<file path="src/rtl/alu_pkg.sv">
// Shared ALU definitions for the decoder, operand issue stage and ALU.
// Pure declarations; no logic, no latency, no flow control.
package alu_pkg;

    localparam int DataWidth   = 32;
    localparam int SelectWidth = 4;
    localparam int RegCount    = 32;

    typedef enum logic [SelectWidth-1:0] {
        ADD = 4'd0,
        SUB = 4'd1,
        MUL = 4'd2,
        AND = 4'd3,
        OR  = 4'd4,
        XOR = 4'd5,
        NOT = 4'd6,
        SLL = 4'd7,
        SRL = 4'd8
    } alu_op_t;

endpackage

</file>
<file path="src/rtl/register_file.sv">
// Integer register file: two combinational read ports, one write port, x0 fixed at zero.
// Reads are zero latency with write-first bypass; writes land on the next edge.
// No backpressure: a write strobe is always taken.
module register_file
    import alu_pkg::*;
#(
    parameter int dataWidth = DataWidth,
    parameter int regCount  = RegCount,
    parameter int addrWidth = $clog2(regCount)
) (
    input  logic                 clk,
    input  logic                 reset,
    input  logic [addrWidth-1:0] rs1Addr,
    input  logic [addrWidth-1:0] rs2Addr,
    output logic [dataWidth-1:0] rs1Data,
    output logic [dataWidth-1:0] rs2Data,
    input  logic                 wbValid,
    input  logic [addrWidth-1:0] wbAddr,
    input  logic [dataWidth-1:0] wbData
);

    logic [dataWidth-1:0] regs [regCount];

    always_ff @(posedge clk or negedge reset) begin
        if (!reset) begin
            for (int i = 0; i < regCount; i++) begin
                regs[i] <= '0;
            end
        end else if (wbValid && wbAddr != '0) begin
            regs[wbAddr] <= wbData;
        end
    end

    // A write-back in flight is visible to readers in the same cycle.
    always_comb begin
        rs1Data = '0;
        if (rs1Addr != '0) begin
            rs1Data = (wbValid && wbAddr == rs1Addr) ? wbData : regs[rs1Addr];
        end
    end

    always_comb begin
        rs2Data = '0;
        if (rs2Addr != '0) begin
            rs2Data = (wbValid && wbAddr == rs2Addr) ? wbData : regs[rs2Addr];
        end
    end

endmodule

</file>
<file path="src/rtl/alu_operand_issue.sv">
// Operand issue stage: reads sources, picks reg/imm operand B, scoreboards pending writes.
// Latency 1 cycle from accept to registered bundle at the ALU.
// Stalls on RAW/WAW hazards or when a held bundle is not yet consumed (valid/ready).
module alu_operand_issue
    import alu_pkg::*;
#(
    parameter int dataWidth   = DataWidth,
    parameter int selectWidth = SelectWidth,
    parameter int regCount    = RegCount,
    parameter int addrWidth   = $clog2(regCount)
) (
    input  logic                   clk,
    input  logic                   reset,
    input  logic                   instValid,
    output logic                   instReady,
    input  logic [addrWidth-1:0]   rs1Addr,
    input  logic [addrWidth-1:0]   rs2Addr,
    input  logic [addrWidth-1:0]   rdAddr,
    input  logic                   useImm,
    input  logic [dataWidth-1:0]   immediate,
    input  logic [selectWidth-1:0] opSelect,
    output logic                   issueValid,
    input  logic                   issueReady,
    output logic [dataWidth-1:0]   inputA,
    output logic [dataWidth-1:0]   inputB,
    output logic [selectWidth-1:0] ALUSelect,
    output logic [addrWidth-1:0]   issueRd,
    input  logic                   wbValid,
    input  logic [addrWidth-1:0]   wbAddr,
    input  logic [dataWidth-1:0]   wbData
);

    logic [dataWidth-1:0] rs1_dat;
    logic [dataWidth-1:0] rs2_dat;
    logic [regCount-1:0]  busy;
    logic [regCount-1:0]  busy_nxt;
    logic                 rs1_stall;
    logic                 rs2_stall;
    logic                 rd_stall;
    logic                 hazard;
    logic                 accept;

    register_file #(
        .dataWidth (dataWidth),
        .regCount  (regCount),
        .addrWidth (addrWidth)
    ) u_register_file (
        .clk     (clk),
        .reset   (reset),
        .rs1Addr (rs1Addr),
        .rs2Addr (rs2Addr),
        .rs1Data (rs1_dat),
        .rs2Data (rs2_dat),
        .wbValid (wbValid),
        .wbAddr  (wbAddr),
        .wbData  (wbData)
    );

    // A register being written back this cycle is no longer pending for this check.
    always_comb begin
        rs1_stall = busy[rs1Addr] && !(wbValid && wbAddr == rs1Addr);
        rs2_stall = !useImm && busy[rs2Addr] && !(wbValid && wbAddr == rs2Addr);
        rd_stall  = (rdAddr != '0) && busy[rdAddr] && !(wbValid && wbAddr == rdAddr);
        hazard    = rs1_stall || rs2_stall || rd_stall;
    end

    assign instReady = (!issueValid || issueReady) && !hazard;
    assign accept    = instValid && instReady;

    // Set after clear so a same-cycle accept keeps the register pending.
    always_comb begin
        busy_nxt = busy;
        if (wbValid) begin
            busy_nxt[wbAddr] = 1'b0;
        end
        if (accept && rdAddr != '0) begin
            busy_nxt[rdAddr] = 1'b1;
        end
        busy_nxt[0] = 1'b0;
    end

    always_ff @(posedge clk or negedge reset) begin
        if (!reset) begin
            busy <= '0;
        end else begin
            busy <= busy_nxt;
        end
    end

    always_ff @(posedge clk or negedge reset) begin
        if (!reset) begin
            issueValid <= 1'b0;
            inputA     <= '0;
            inputB     <= '0;
            ALUSelect  <= selectWidth'(ADD);
            issueRd    <= '0;
        end else if (accept) begin
            issueValid <= 1'b1;
            inputA     <= rs1_dat;
            inputB     <= useImm ? immediate : rs2_dat;
            ALUSelect  <= opSelect;
            issueRd    <= rdAddr;
        end else if (issueReady) begin
            issueValid <= 1'b0;
        end
    end

endmodule
</file>
<file path="config.mk">
export PLATFORM = sky130hd
export DESIGN_NAME = alu_operand_issue
export DESIGN_NICKNAME = d
export VERILOG_FILES = /design/src/rtl/alu_pkg.sv /design/src/rtl/register_file.sv /design/src/rtl/alu_operand_issue.sv
export SDC_FILE = /design/constraint.sdc
export NUM_CORES = 2
export LEC_CHECK = 0
export CELL_PAD_IN_SITES_DETAIL_PLACEMENT = 2
export CELL_PAD_IN_SITES_GLOBAL_PLACEMENT = 2
export CORE_MARGIN = 5
export CORE_UTILIZATION = 30
export DETAILED_ROUTE_END_ITERATION = 8
export PLACE_DENSITY = 0.54
export SYNTH_ARGS = -nofsm -noshare
export SYNTH_HDL_FRONTEND = slang
export SYNTH_HIERARCHICAL = 1
export SYNTH_SLANG_ARGS = --single-unit
</file>
<file path="constraint.sdc">
create_clock -name clk -period 7 [get_ports clk]
set_input_delay 1.4 -clock clk [delete_from_list [all_inputs] [get_ports clk]]
set_output_delay 1.4 -clock clk [all_outputs]
set_load 0.02 [all_outputs]
</file>
==> impl_table.tex <==
\begin{tabular}{lr}
\hline
Metric & Value \\
\hline
\multicolumn{2}{l}{\textbf{Timing}} \\
Final Setup Violations & 0 \\
Peak Freq & 0.1717 GHz \\
Fin. Hold Viols & 0 \\
Ratio of final minimum period to clock period & 0.8320 \\
Worst-Margin Slew & 1258 ps \\
Rel. slew slack & 0.1593 \\
Total Negative Setup Slacks & 0 ps \\
Minimum clock period & 5824 ps \\
Final setup slack of the worst path & 1176 ps \\
Setup repair after global routing missed its margin & false \\
Number of slew-limit violations in the final report & 0 \\
Post-Route Skew & 38.29 ps \\
\multicolumn{2}{l}{\textbf{Die}} \\
Total Die Area & 213700 um2 \\
Floorplan Core Area & 204200 um2 \\
Effective utilization at floorplan & 0.3006 \\
Horizontal extent of the die & 462.3 um \\
Std cell rows & 166 \\
I/O pin total & 169 \\
Die height & 462.3 um \\
\multicolumn{2}{l}{\textbf{Synthesis}} \\
Count of different cell masters after synthesis & 69 \\
Biggest area contributors in the synthesized netlist & dfrtp\_1 (46\%), mux2\_2 (21\%), mux4\_2 (14\%) \\
Area share of the largest cell type after synthesis & 0.4604 \\
Syn avg cell area & 14.09 um2 \\
Number of cells produced by synthesis & 4355 \\
Post-synthesis instance area & 61370 um2 \\
EDFF count, synth & 0 \\
Biggest area consumer among synthesized cells & dfrtp\_1 \\
Ys flop type & dfrtp\_1 \\
Number of storage elements in the synthesis netlist & 1129 \\
Asr flop ratio synth & 1.000 \\
Post-synthesis sequential area ratio & 0.4604 \\
Nets in the synthesized netlist & 4449 \\
Synth warnings & 6 \\
\multicolumn{2}{l}{\textbf{Detailed routing}} \\
Average wire per standard cell & 36.77 um \\
1st-iter DRT viols & 2963 \\
Detailed Routing Iterations Pass 1 & 5 \\
DR DRC count & 0 \\
Post-Route M1 WL & 121100 um \\
Mean number of vias per cell & 5.810 \\
Via count & 41600 \\
Remaining antenna violation count after routing & 0 \\
Total routed wirelength & 263300 um \\
Metal2 WL & 123900 um \\
Detail Route met3 WL & 11120 um \\
Top metal layer carrying routed signals & met4 \\
\multicolumn{2}{l}{\textbf{Worst setup path}} \\
RR Startpoint & busy[13]\$\_DFF\_PN0\_ \\
Slack of the worst reg-to-reg path & 3480 ps \\
Start point of the critical path & rs1Addr[1] \\
Arrival time of the worst setup path & 4420 ps \\
CP endpoint kind & output pin \\
Largest driver fanout on the critical path & 56 \\
R2R Path End & inputB[14]\$\_DFFE\_PN0P\_ \\
Kind of critical path & in2out \\
Number of cells traversed by the worst register-to-register path & 7 \\
Type of element launching the critical path & primary input \\
Critical Path RT & 5600 ps \\
\multicolumn{2}{l}{\textbf{Clock network}} \\
Total clock buffers created by CTS & 144 \\
Worst skew pair latency & 820 ps \\
TritonCTS clock tree & done \\
Number of post-CTS setup repair buffers & 0 \\
Hold-fix buffers at CTS & 0 \\
Root Driver & clkbuf\_16 \\
Clock-pin slew on the worst setup and hold paths & 50 ps \\
CTS sink count & 1129 \\
Number of gates resized after cts & 0 \\
Max Buffers Root-to-Sink & 3 \\
Depth of the CTS H-tree & 4 \\
\multicolumn{2}{l}{\textbf{Hold path}} \\
Hold path cells & 0 \\
Hold Path Class & reg2reg \\
Terminating pin of the worst hold path & u\_register\_file/regs[1019]\$\_DFFE\_PN0P\_ \\
Beginning of the worst hold path & u\_register\_file/regs[1019]\$\_DFFE\_PN0P\_ \\
\multicolumn{2}{l}{\textbf{Global routing}} \\
Global-route usage over all layers & 0.2454 \\
Total overflow reported by the global router & 0 \\
Pin count of the biggest net entering global routing & 169 \\
Wire length of the first global-routing pass & 372000 um \\
Number of global-route vias before repair & 45550 \\
Initial antenna violation count & 19 \\
\multicolumn{2}{l}{\textbf{Placement}} \\
Detailed Place HPWL & 156400 um \\
Final weighted congestion of routability-driven global placement & 0.7763 \\
Number of port buffers & 168 \\
Setup slack after placement & 1148 ps \\
\multicolumn{2}{l}{\textbf{Layout}} \\
Synthesis-to-layout area growth & 15.07\% \\
Fill cell instance count of the final layout & 20530 \\
Share of post-route cells with drive strength above 1 & 0.4536 \\
Net count reported at finish & 4445 \\
\multicolumn{2}{l}{\textbf{Pwr}} \\
Static leakage power & 30.01 nW \\
Largest voltage drop on the vdd net & 0.0002448 V \\
Power density normalized to cell area & 303.3 nW/um2 \\
\multicolumn{2}{l}{\textbf{Run}} \\
Maximum Capacitance Violations & 0 \\
\multicolumn{2}{l}{\textbf{Outcome}} \\
Status & finished, final reports clean \\
\hline
\end{tabular}
==> worst max-delay path by stage <==
stage,slack [ps],to,cells after the start
global placement,1140,instReady,7
global route,970,instReady,8
floorplan,2100,instReady,6
finish,1180,instReady,7
detailed placement,1150,instReady,7
CTS,1120,instReady,7
==> registers in the layout, summed over array words and instances, names as in the netlist <==
name                  count
ALUSelect                 4
busy                     31
inputA                   32
inputB                   32
issueRd                   5
issueValid                1
u_register_file/regs   1024
==> power breakdown <==
part	switching, mW	total, mW	internal [mW]
Combinational	2.19	4.80	2.60
Sequential	1.11	8.98	7.87
Clock	3.12	7.64	4.52
Total	6.42	21.4	15.0
==> cell usage in the layout, fill, tap and decap left out, types with 24 or more instances in the layout <==
| cell type | instances |
|---|---|
| mux2_2 | 1164 |
| dfrtp_1 | 1129 |
| mux4_2 | 381 |
| mux2i_1 | 309 |
| clkdlybuf4s50_1 | 156 |
| clkbuf_16 | 146 |
| buf_4 | 137 |
| o21ai_0 | 117 |
| o22ai_1 | 78 |
| nor2_1 | 61 |
| a221oi_1 | 54 |
| nor3_1 | 50 |
| a21oi_1 | 49 |
| a22oi_1 | 41 |
| a211oi_1 | 39 |
| clkbuf_1 | 36 |
| a221o_1 | 34 |
| o31ai_1 | 31 |
| nand2_1 | 30 |
| buf_12 | 28 |
| clkbuf_8 | 27 |
| nand3_1 | 25 |
| clkinv_2 | 24 |
==> critical path: stages <==
cell	delay (ps)
buf_8	520
mux4_2	590
mux2_2	280
a221o_1	280
and4_1	280
a211oi_1	360
clkdlybuf4s50_1	680
==> layer usage <==
| metal | GRT usage | vias up |
|---|---|---|
| li1 | - | 16740 |
| met1 | 0.3479 | 23430 |
| met2 | 0.3981 | 1098 |
| met3 | 0.03009 | 328 |
| met4 | 0.06620 | 0 |
| met5 | 0 | - |
==> final cells by class <==
cell class	count	area (um2)	share of cell area
Inverter	10	40.04	0.0005670
Sequential cell	1129	28250	0.4001
Clock buffer	208	4146	0.05872
Tap cell	2688	3363	0.04763
Antenna cell	10	25.02	0.0003544
Clock inverter	49	614.3	0.008700
Multi-Input combinational cell	2737	30930	0.4380
Timing Repair Buffer	329	3246	0.04596
==> logic make-up after synthesis <==
logic type | Yosys count | share of synthesized area
xor+xnor | 25 | 0.003568
mux | 1874 | 0.4075
simple gates | 313 | 0.02673
compound gates | 525 | 0.06127
buf+inv | 489 | 0.04057
flops | 1129 | 0.4604
==> cells in the mapped netlist, types with 7 or more instances <==
| cell | n |
|---|---|
| mux2_2 | 1164 |
| dfrtp_1 | 1129 |
| mux4_2 | 381 |
| mux2i_1 | 309 |
| clkbuf_1 | 217 |
| o21ai_0 | 120 |
| buf_2 | 116 |
| nor2_1 | 78 |
| o22ai_1 | 78 |
| buf_1 | 64 |
| a221oi_1 | 54 |
| nor3_1 | 50 |
| a21oi_1 | 49 |
| nand2_1 | 46 |
| buf_4 | 44 |
| a22oi_1 | 41 |
| a211oi_1 | 39 |
| a221o_1 | 34 |
| o31ai_1 | 31 |
| buf_6 | 29 |
| nand3_1 | 25 |
| mux2_1 | 20 |
| xnor2_1 | 16 |
| a22o_1 | 15 |
| nand3b_1 | 15 |
| and2_1 | 13 |
| nand2b_1 | 13 |
| nor2b_1 | 12 |
| nor3b_1 | 11 |
| nor4_1 | 11 |
| a2111oi_2 | 10 |
| o221ai_1 | 10 |
| or3b_2 | 9 |
| xor2_1 | 9 |
| a2111oi_0 | 8 |
| a211o_1 | 7 |
| inv_1 | 7 |
==> per-stage QoR <==
stage / cells / hold slack [ps] / instance area, um2 / utilization / power [mW]
after floorplan: 4355 / 438.3 / 61370 / - / 11.87
after global placement: 6893 / 376.6 / 65830 / 0.3224 / 13.73
after detailed placement: 6893 / 383.3 / 65830 / 0.3224 / 13.91
after CTS: 7150 / 396.1 / 70590 / 0.3458 / 21.69
after global routing: 7154 / 410.0 / 70600 / 0.3458 / 22.40
final: 7160 / 394.4 / 70620 / 0.3459 / 21.42
Power figures use the tool's default switching activity.
